**config.mk**
```make
export PLATFORM = sky130hd
export DESIGN_NAME = mem_arbiter_flat
export DESIGN_NICKNAME = d
export VERILOG_FILES = /design/src/rtl/mem_arbiter_if.sv /design/src/rtl/mem_arbiter.sv /design/src/flat_wrapper.sv
export SDC_FILE = /design/constraint.sdc
export NUM_CORES = 1
export LEC_CHECK = 0
export CAP_MARGIN = 20
export CORE_MARGIN = 1
export CORE_UTILIZATION = 45
export CTS_BUF_LIST = sky130_fd_sc_hd__clkbuf_16
export DETAILED_ROUTE_END_ITERATION = 10
export HOLD_SLACK_MARGIN = 0.05
export PLACE_DENSITY = 0.92
export SLEW_MARGIN = 0
export SYNTH_ARGS = -nofsm -noshare
export SYNTH_HDL_FRONTEND = slang
export SYNTH_SLANG_ARGS = --single-unit
```
**constraint.sdc**
```tcl
create_clock -name clk -period 3.8 [get_ports clk]
set_clock_uncertainty 0.15 [all_clocks]
set_input_delay 0.76 -clock clk [delete_from_list [all_inputs] [get_ports clk]]
set_output_delay 0.76 -clock clk [all_outputs]
set_load 0.01 [all_outputs]
```
**src/rtl/mem_arbiter_if.sv**
```systemverilog
// Bus bundle between the instruction/data cache miss logic, the memory arbiter and memory.
// slave is the arbiter side; master is the cache/memory side.
interface mem_arbiter_if;
    logic        ic_req;
    logic [15:0] ic_addr;
    logic        dc_req;
    logic [15:0] dc_addr;
    logic        dc_we;
    logic [15:0] dc_wdata;
    logic        mem_en;
    logic        mem_wr;
    logic [15:0] mem_addr;
    logic [15:0] mem_wdata;
    logic [15:0] mem_rdata;
    logic        mem_valid;
    logic        fill_ic;
    logic        fill_dc;
    logic [2:0]  fill_word;
    logic [15:0] fill_data;
    logic        ic_done;
    logic        dc_done;
    logic        busy;

    modport slave (
        input  ic_req, ic_addr, dc_req, dc_addr, dc_we, dc_wdata, mem_rdata, mem_valid,
        output mem_en, mem_wr, mem_addr, mem_wdata, fill_ic, fill_dc, fill_word, fill_data,
               ic_done, dc_done, busy
    );

    modport master (
        output ic_req, ic_addr, dc_req, dc_addr, dc_we, dc_wdata, mem_rdata, mem_valid,
        input  mem_en, mem_wr, mem_addr, mem_wdata, fill_ic, fill_dc, fill_word, fill_data,
               ic_done, dc_done, busy
    );
endinterface

```
**src/rtl/mem_arbiter.sv**
```systemverilog
// Arbitrates instruction-cache fills, data-cache fills and data write-throughs onto one memory port.
// Data side wins ties; fills are 8-word bursts; a write waits MEM_LAT cycles before completing.
module mem_arbiter #(
    parameter int MEM_LAT = 4
) (
    input  logic          clk,
    input  logic          rst_n,
    mem_arbiter_if.slave  bus
);

    typedef enum logic [2:0] {
        IDLE     = 3'd0,
        IC_FILL  = 3'd1,
        DC_FILL  = 3'd2,
        DC_WRITE = 3'd3,
        DONE     = 3'd4
    } state_t;

    localparam logic [3:0] LAT = 4'(MEM_LAT);

    state_t      state_r;
    state_t      state_nxt_s;
    logic [15:0] addr_r;
    logic [15:0] wdata_r;
    logic        srv_dc_r;
    logic [2:0]  iss_r;
    logic        iss_done_r;
    logic [3:0]  rcv_r;
    logic [3:0]  wcnt_r;
    logic        in_fill_s;
    logic        grant_s;

    logic        mem_en_s;
    logic        mem_wr_s;
    logic [15:0] mem_addr_s;
    logic [15:0] mem_wdata_s;
    logic        ic_done_s;
    logic        dc_done_s;

    assign in_fill_s = (state_r == IC_FILL) || (state_r == DC_FILL);
    assign grant_s   = (state_r == IDLE) && (state_nxt_s != IDLE);

    // State register
    always_ff @(posedge clk or negedge rst_n) begin
        if (!rst_n) begin
            state_r <= IDLE;
        end else begin
            state_r <= state_nxt_s;
        end
    end

    // Next-state decode; a fill ends on the 8th returned word regardless of gaps
    always_comb begin
        state_nxt_s = state_r;
        case (state_r)
            IDLE: begin
                if (bus.dc_req) begin
                    state_nxt_s = bus.dc_we ? DC_WRITE : DC_FILL;
                end else if (bus.ic_req) begin
                    state_nxt_s = IC_FILL;
                end else begin
                    state_nxt_s = IDLE;
                end
            end
            IC_FILL, DC_FILL: begin
                if (bus.mem_valid && (rcv_r == 4'd7)) begin
                    state_nxt_s = DONE;
                end else begin
                    state_nxt_s = state_r;
                end
            end
            DC_WRITE: begin
                if (wcnt_r == LAT) begin
                    state_nxt_s = DONE;
                end else begin
                    state_nxt_s = DC_WRITE;
                end
            end
            DONE:    state_nxt_s = IDLE;
            default: state_nxt_s = IDLE;
        endcase
    end

    // Request latch and issue/receive/wait counters
    always_ff @(posedge clk or negedge rst_n) begin
        if (!rst_n) begin
            addr_r     <= 16'd0;
            wdata_r    <= 16'd0;
            srv_dc_r   <= 1'b0;
            iss_r      <= 3'd0;
            iss_done_r <= 1'b0;
            rcv_r      <= 4'd0;
            wcnt_r     <= 4'd0;
        end else if (grant_s) begin
            addr_r     <= bus.dc_req ? bus.dc_addr : bus.ic_addr;
            wdata_r    <= bus.dc_wdata;
            srv_dc_r   <= bus.dc_req;
            iss_r      <= 3'd0;
            iss_done_r <= 1'b0;
            rcv_r      <= 4'd0;
            wcnt_r     <= 4'd0;
        end else if (in_fill_s) begin
            if (!iss_done_r) begin
                iss_r      <= iss_r + 3'd1;
                iss_done_r <= (iss_r == 3'd7);
            end
            if (bus.mem_valid) begin
                rcv_r <= rcv_r + 4'd1;
            end
        end else if (state_r == DC_WRITE) begin
            wcnt_r <= wcnt_r + 4'd1;
        end
    end

    // Output decode from registered state only
    always_comb begin
        mem_en_s    = 1'b0;
        mem_wr_s    = 1'b0;
        mem_addr_s  = 16'd0;
        mem_wdata_s = 16'd0;
        ic_done_s   = 1'b0;
        dc_done_s   = 1'b0;
        case (state_r)
            IC_FILL, DC_FILL: begin
                if (!iss_done_r) begin
                    mem_en_s   = 1'b1;
                    mem_addr_s = {addr_r[15:4], iss_r, 1'b0};
                end else begin
                    mem_en_s   = 1'b0;
                end
            end
            DC_WRITE: begin
                if (wcnt_r == 4'd0) begin
                    mem_en_s    = 1'b1;
                    mem_wr_s    = 1'b1;
                    mem_addr_s  = addr_r;
                    mem_wdata_s = wdata_r;
                end else begin
                    mem_en_s    = 1'b0;
                end
            end
            DONE: begin
                ic_done_s = !srv_dc_r;
                dc_done_s = srv_dc_r;
            end
            default: begin
                mem_en_s = 1'b0;
            end
        endcase
    end

    assign bus.mem_en    = mem_en_s;
    assign bus.mem_wr    = mem_wr_s;
    assign bus.mem_addr  = mem_addr_s;
    assign bus.mem_wdata = mem_wdata_s;
    assign bus.ic_done   = ic_done_s;
    assign bus.dc_done   = dc_done_s;
    assign bus.busy      = (state_r != IDLE);
    assign bus.fill_word = rcv_r[2:0];
    assign bus.fill_ic   = bus.mem_valid && (state_r == IC_FILL);
    assign bus.fill_dc   = bus.mem_valid && (state_r == DC_FILL);
    assign bus.fill_data = bus.mem_rdata;

endmodule
```
**src/flat_wrapper.sv**
```systemverilog
// flat-port wrapper written by rule: the top's interface ports become plain ports
module mem_arbiter_flat 
#(
    parameter int MEM_LAT = 4
)
  (clk, rst_n, bus_ic_req, bus_ic_addr, bus_dc_req, bus_dc_addr, bus_dc_we, bus_dc_wdata, bus_mem_rdata, bus_mem_valid, bus_mem_en, bus_mem_wr, bus_mem_addr, bus_mem_wdata, bus_fill_ic, bus_fill_dc, bus_fill_word, bus_fill_data, bus_ic_done, bus_dc_done, bus_busy);
  mem_arbiter_if bus_i ();
  input  logic clk;
  input  logic rst_n;
  input wire logic [$bits(bus_i.ic_req)-1:0] bus_ic_req;
  input wire logic [$bits(bus_i.ic_addr)-1:0] bus_ic_addr;
  input wire logic [$bits(bus_i.dc_req)-1:0] bus_dc_req;
  input wire logic [$bits(bus_i.dc_addr)-1:0] bus_dc_addr;
  input wire logic [$bits(bus_i.dc_we)-1:0] bus_dc_we;
  input wire logic [$bits(bus_i.dc_wdata)-1:0] bus_dc_wdata;
  input wire logic [$bits(bus_i.mem_rdata)-1:0] bus_mem_rdata;
  input wire logic [$bits(bus_i.mem_valid)-1:0] bus_mem_valid;
  output wire logic [$bits(bus_i.mem_en)-1:0] bus_mem_en;
  output wire logic [$bits(bus_i.mem_wr)-1:0] bus_mem_wr;
  output wire logic [$bits(bus_i.mem_addr)-1:0] bus_mem_addr;
  output wire logic [$bits(bus_i.mem_wdata)-1:0] bus_mem_wdata;
  output wire logic [$bits(bus_i.fill_ic)-1:0] bus_fill_ic;
  output wire logic [$bits(bus_i.fill_dc)-1:0] bus_fill_dc;
  output wire logic [$bits(bus_i.fill_word)-1:0] bus_fill_word;
  output wire logic [$bits(bus_i.fill_data)-1:0] bus_fill_data;
  output wire logic [$bits(bus_i.ic_done)-1:0] bus_ic_done;
  output wire logic [$bits(bus_i.dc_done)-1:0] bus_dc_done;
  output wire logic [$bits(bus_i.busy)-1:0] bus_busy;
  assign bus_i.ic_req = bus_ic_req;
  assign bus_i.ic_addr = bus_ic_addr;
  assign bus_i.dc_req = bus_dc_req;
  assign bus_i.dc_addr = bus_dc_addr;
  assign bus_i.dc_we = bus_dc_we;
  assign bus_i.dc_wdata = bus_dc_wdata;
  assign bus_i.mem_rdata = bus_mem_rdata;
  assign bus_i.mem_valid = bus_mem_valid;
  assign bus_mem_en = bus_i.mem_en;
  assign bus_mem_wr = bus_i.mem_wr;
  assign bus_mem_addr = bus_i.mem_addr;
  assign bus_mem_wdata = bus_i.mem_wdata;
  assign bus_fill_ic = bus_i.fill_ic;
  assign bus_fill_dc = bus_i.fill_dc;
  assign bus_fill_word = bus_i.fill_word;
  assign bus_fill_data = bus_i.fill_data;
  assign bus_ic_done = bus_i.ic_done;
  assign bus_dc_done = bus_i.dc_done;
  assign bus_busy = bus_i.busy;
  mem_arbiter #(.MEM_LAT(MEM_LAT)) u_core (.clk(clk), .rst_n(rst_n), .bus(bus_i));
endmodule
```
==> metrics.cfg <==
[logic_synthesis]
syn-num-nets = 351
ys_types = 40
ys_async_sr_fraction = 1.00
synth-edff-count = 0
netlist_area_um2 = 2800
synth_seq_cells = 48
yosysSeqAreaShare = 0.429
synth_ff_type = dfrtp_1
synth_warnings = 0
synth_top_area_frac = 0.429
yosysTopAreaCell = dfrtp_1
synth.avg_cell_area_um2 = 10.2
yosys-top-cells-area = dfrtp_1 43%, nor2b_1 6.3%, buf_4 5.6%
syn_inst = 276

[clocking]
numClockSinks = 48
insertion_delay_ns = 0.29
hold_buffers = 0
cts_tree = yes
cts_buffer_depth = 2
cts_root_buf = clkbuf_16
numCtsBuffers = 5
clkTransAtPathRegs_ns = 0.07
post-cts-setup-buffers = 0
postCtsResizedCells = 0
htreeDepth = 2

[cells_and_area]
multi_input_area_um2 = 1320
drive_gt1_frac = 0.104
layout_commonest_cell = clkdlybuf4s50_1
syn2layout_area_growth_pct = 35.8
register_area_um2 = 1200
antenna_cells = 0
final_cell_mix = 94 x clkdlybuf4s50_1, 48 x dfrtp_1, 28 x nor2b_1, 21 x nor2_1
nFillCells = 482
fin_area_um2 = 3800
final_core_util = 0.639
final_nets = 421

[timing]
slew_viol_final = 0
min_period_ns = 3.37
grt_setup_unrepaired = false
worst_pin_slew_ns = 0.783
max_slew_margin = 0.477
tns_ns = 0
setup_slack_ns = 0.428
setup_viol = 0
period_share = 0.887
hold_viol = 0
max_freq_mhz = 297

[placed_design]
gp_congestion = 0.844
post-place-ws_ns = 0.747
post-dp-hpwl_mm = 4.93
place_area_um2 = 3620
port_buffers = 95

[routing]
postRouteAntennaNets = 0
met3_length_um = 504
drc = 0
wirelength_mm = 7.03
firstDrtPassIters = 5
viasPerCell = 5.47
wire_per_inst_um = 16.7
top_layer = met4
vias = 2310
initialDrtViolationCount = 123
met2_length_mm = 3.60
wl_met1_mm = 2.81

[grt]
grt_pass1_vias = 2352
grt_pass1_wl_mm = 11.3
gr-total-overflow = 0
antenna_found_initial = 0
grt_max_degree = 49
grt_usage = 0.226

[critical_path]
crit_type = register to output pin
worst_ep_arrival_time_ns = 2.46
worstPathMaxFanout = 21
worstSetupEndpointType = output pin
start_kind = register
crit_required_ns = 2.89
crit_slowest_cell = dfrtp_1
cpPeakStageDelay_ns = 0.59
cp_cell_sequence = and3b_1 > and4bb_1 > buf_4 > a22o_1 > clkdlybuf4s50_1

[hold_path]
hold_class = primary input to asynchronous set/reset pin

[power_and_ir_drop]
p_leak_nw = 1.58
pwr-share-comb = 0.525
p_sw_w = 0.00112
powerDensity_nw_per_um2 = 796
p_clk_frac = 0.163
p_sw_frac = 0.370
internal_power_w = 0.00191
peakVddDrop_mv = 0.380
p_total_w = 0.00303
pwr-share-seq = 0.312

[floorplanning]
pin_count = 128
row_count = 28
start_util = 0.470
dieArea_um2 = 6540
dieHeight_um = 80.9
die_x_um = 80.9
core_area_um2 = 5960

[run]
drv_cap = 0

[outcome]
status = complete, no violations

-- layer usage --
layer / GRT usage / up-vias
li1: - / 1078
met1: 0.271 / 1121
met2: 0.406 / 96
met3: 0.0449 / 15
met4: 0.0696 / 0
met5: 0 / -
-- synth_stat cells (2+ instances only) --
library cell / number
buf_2: 6
a22oi_1: 16
nand2_1: 4
a21oi_1: 4
a31oi_1: 18
mux2_2: 8
mux2_4: 9
mux2i_1: 3
nor2b_1: 28
clkbuf_1: 6
o21ai_0: 17
inv_1: 5
buf_4: 21
dfrtp_1: 48
and2_1: 18
xnor2_1: 5
nor4_1: 2
ha_1: 5
nand2b_1: 5
nor2_1: 21
nand3_1: 2
a22o_1: 4
nor3_4: 2
buf_6: 2
a211oi_1: 2
-- layout make-up --
type / count / share of cell area
clock inverter: 3 / 0.0102
inverter: 6 / 0.00658
tap: 75 / 0.0247
timing repair buffer: 100 / 0.262
multi-input combinational: 185 / 0.348
clock buffer: 5 / 0.0329
sequential: 48 / 0.316
-- worst max-delay path, delay by kind of cell, from the launching register on --
family          cells  cell delay, ns
compound gates      1            0.22
buf+inv             2            0.81
flops               1            0.59
simple gates        2            0.56
-- path summary, 6_finish.rpt --
kind	from	endpoint	slack (ns)	cells past startpoint
worst max-delay path	u_core.state_r[0]	bus_mem_addr[2]	0.43	5
worst min-delay path	rst_n	u_core.wdata_r[5]	0.23	1
worst max register to register	u_core.state_r[1]	u_core.wdata_r[3]	1.28	5
worst min register to register	u_core.wdata_r[6]	u_core.wdata_r[6]	0.35	1
max in group asynchronous	rst_n	u_core.rcv_r[1]	2.77	2
min in group clk	u_core.wdata_r[6]	u_core.wdata_r[6]	0.35	1
-- cells by family (layout without fill, tap and decap cells) --
kind of cell | count (synthesis) | in the layout | share of synthesized area
AOI/OAI and AO/OA | 62 | 62 | 0.141
and+or+nand+nor | 91 | 91 | 0.193
adders and majority gates | 5 | 5 | 0.0223
muxes | 20 | 20 | 0.0911
xor gates and xnor gates | 7 | 7 | 0.0246
DFF | 48 | 48 | 0.429
buffers and inverters | 43 | 114 | 0.0987
-- power by group through the flow --
stage	clock [W]	sequential (W)	combinational, W
2_1_floorplan	0	0.000859	0.00110
3_3_place_gp	0	0.000924	0.00152
3_5_place_dp	0	0.000946	0.00159
4_1_cts	0.000503	0.000941	0.00160
5_1_grt	0.000528	0.000978	0.00174
6_report	0.000492	0.000945	0.00159
-- flip-flops by register name, summed over array words and instances (netlist names) --
register,flops
u_core.addr_r,16
u_core.iss_done_r,1
u_core.wcnt_r,4
u_core.iss_r,3
u_core.wdata_r,16
u_core.srv_dc_r,1
u_core.rcv_r,4
u_core.state_r,3
-- per-stage QoR --
| stage | cells | hold WS (ns) |
|---|---|---|
| finish | 422 | 0.233 |
| global route | 422 | 0.254 |
| CTS | 421 | 0.357 |
| detailed placement | 413 | 0.334 |
| global placement | 413 | 0.330 |
| floorplan | 276 | 0.314 |
Power figures use the tool's default switching activity.
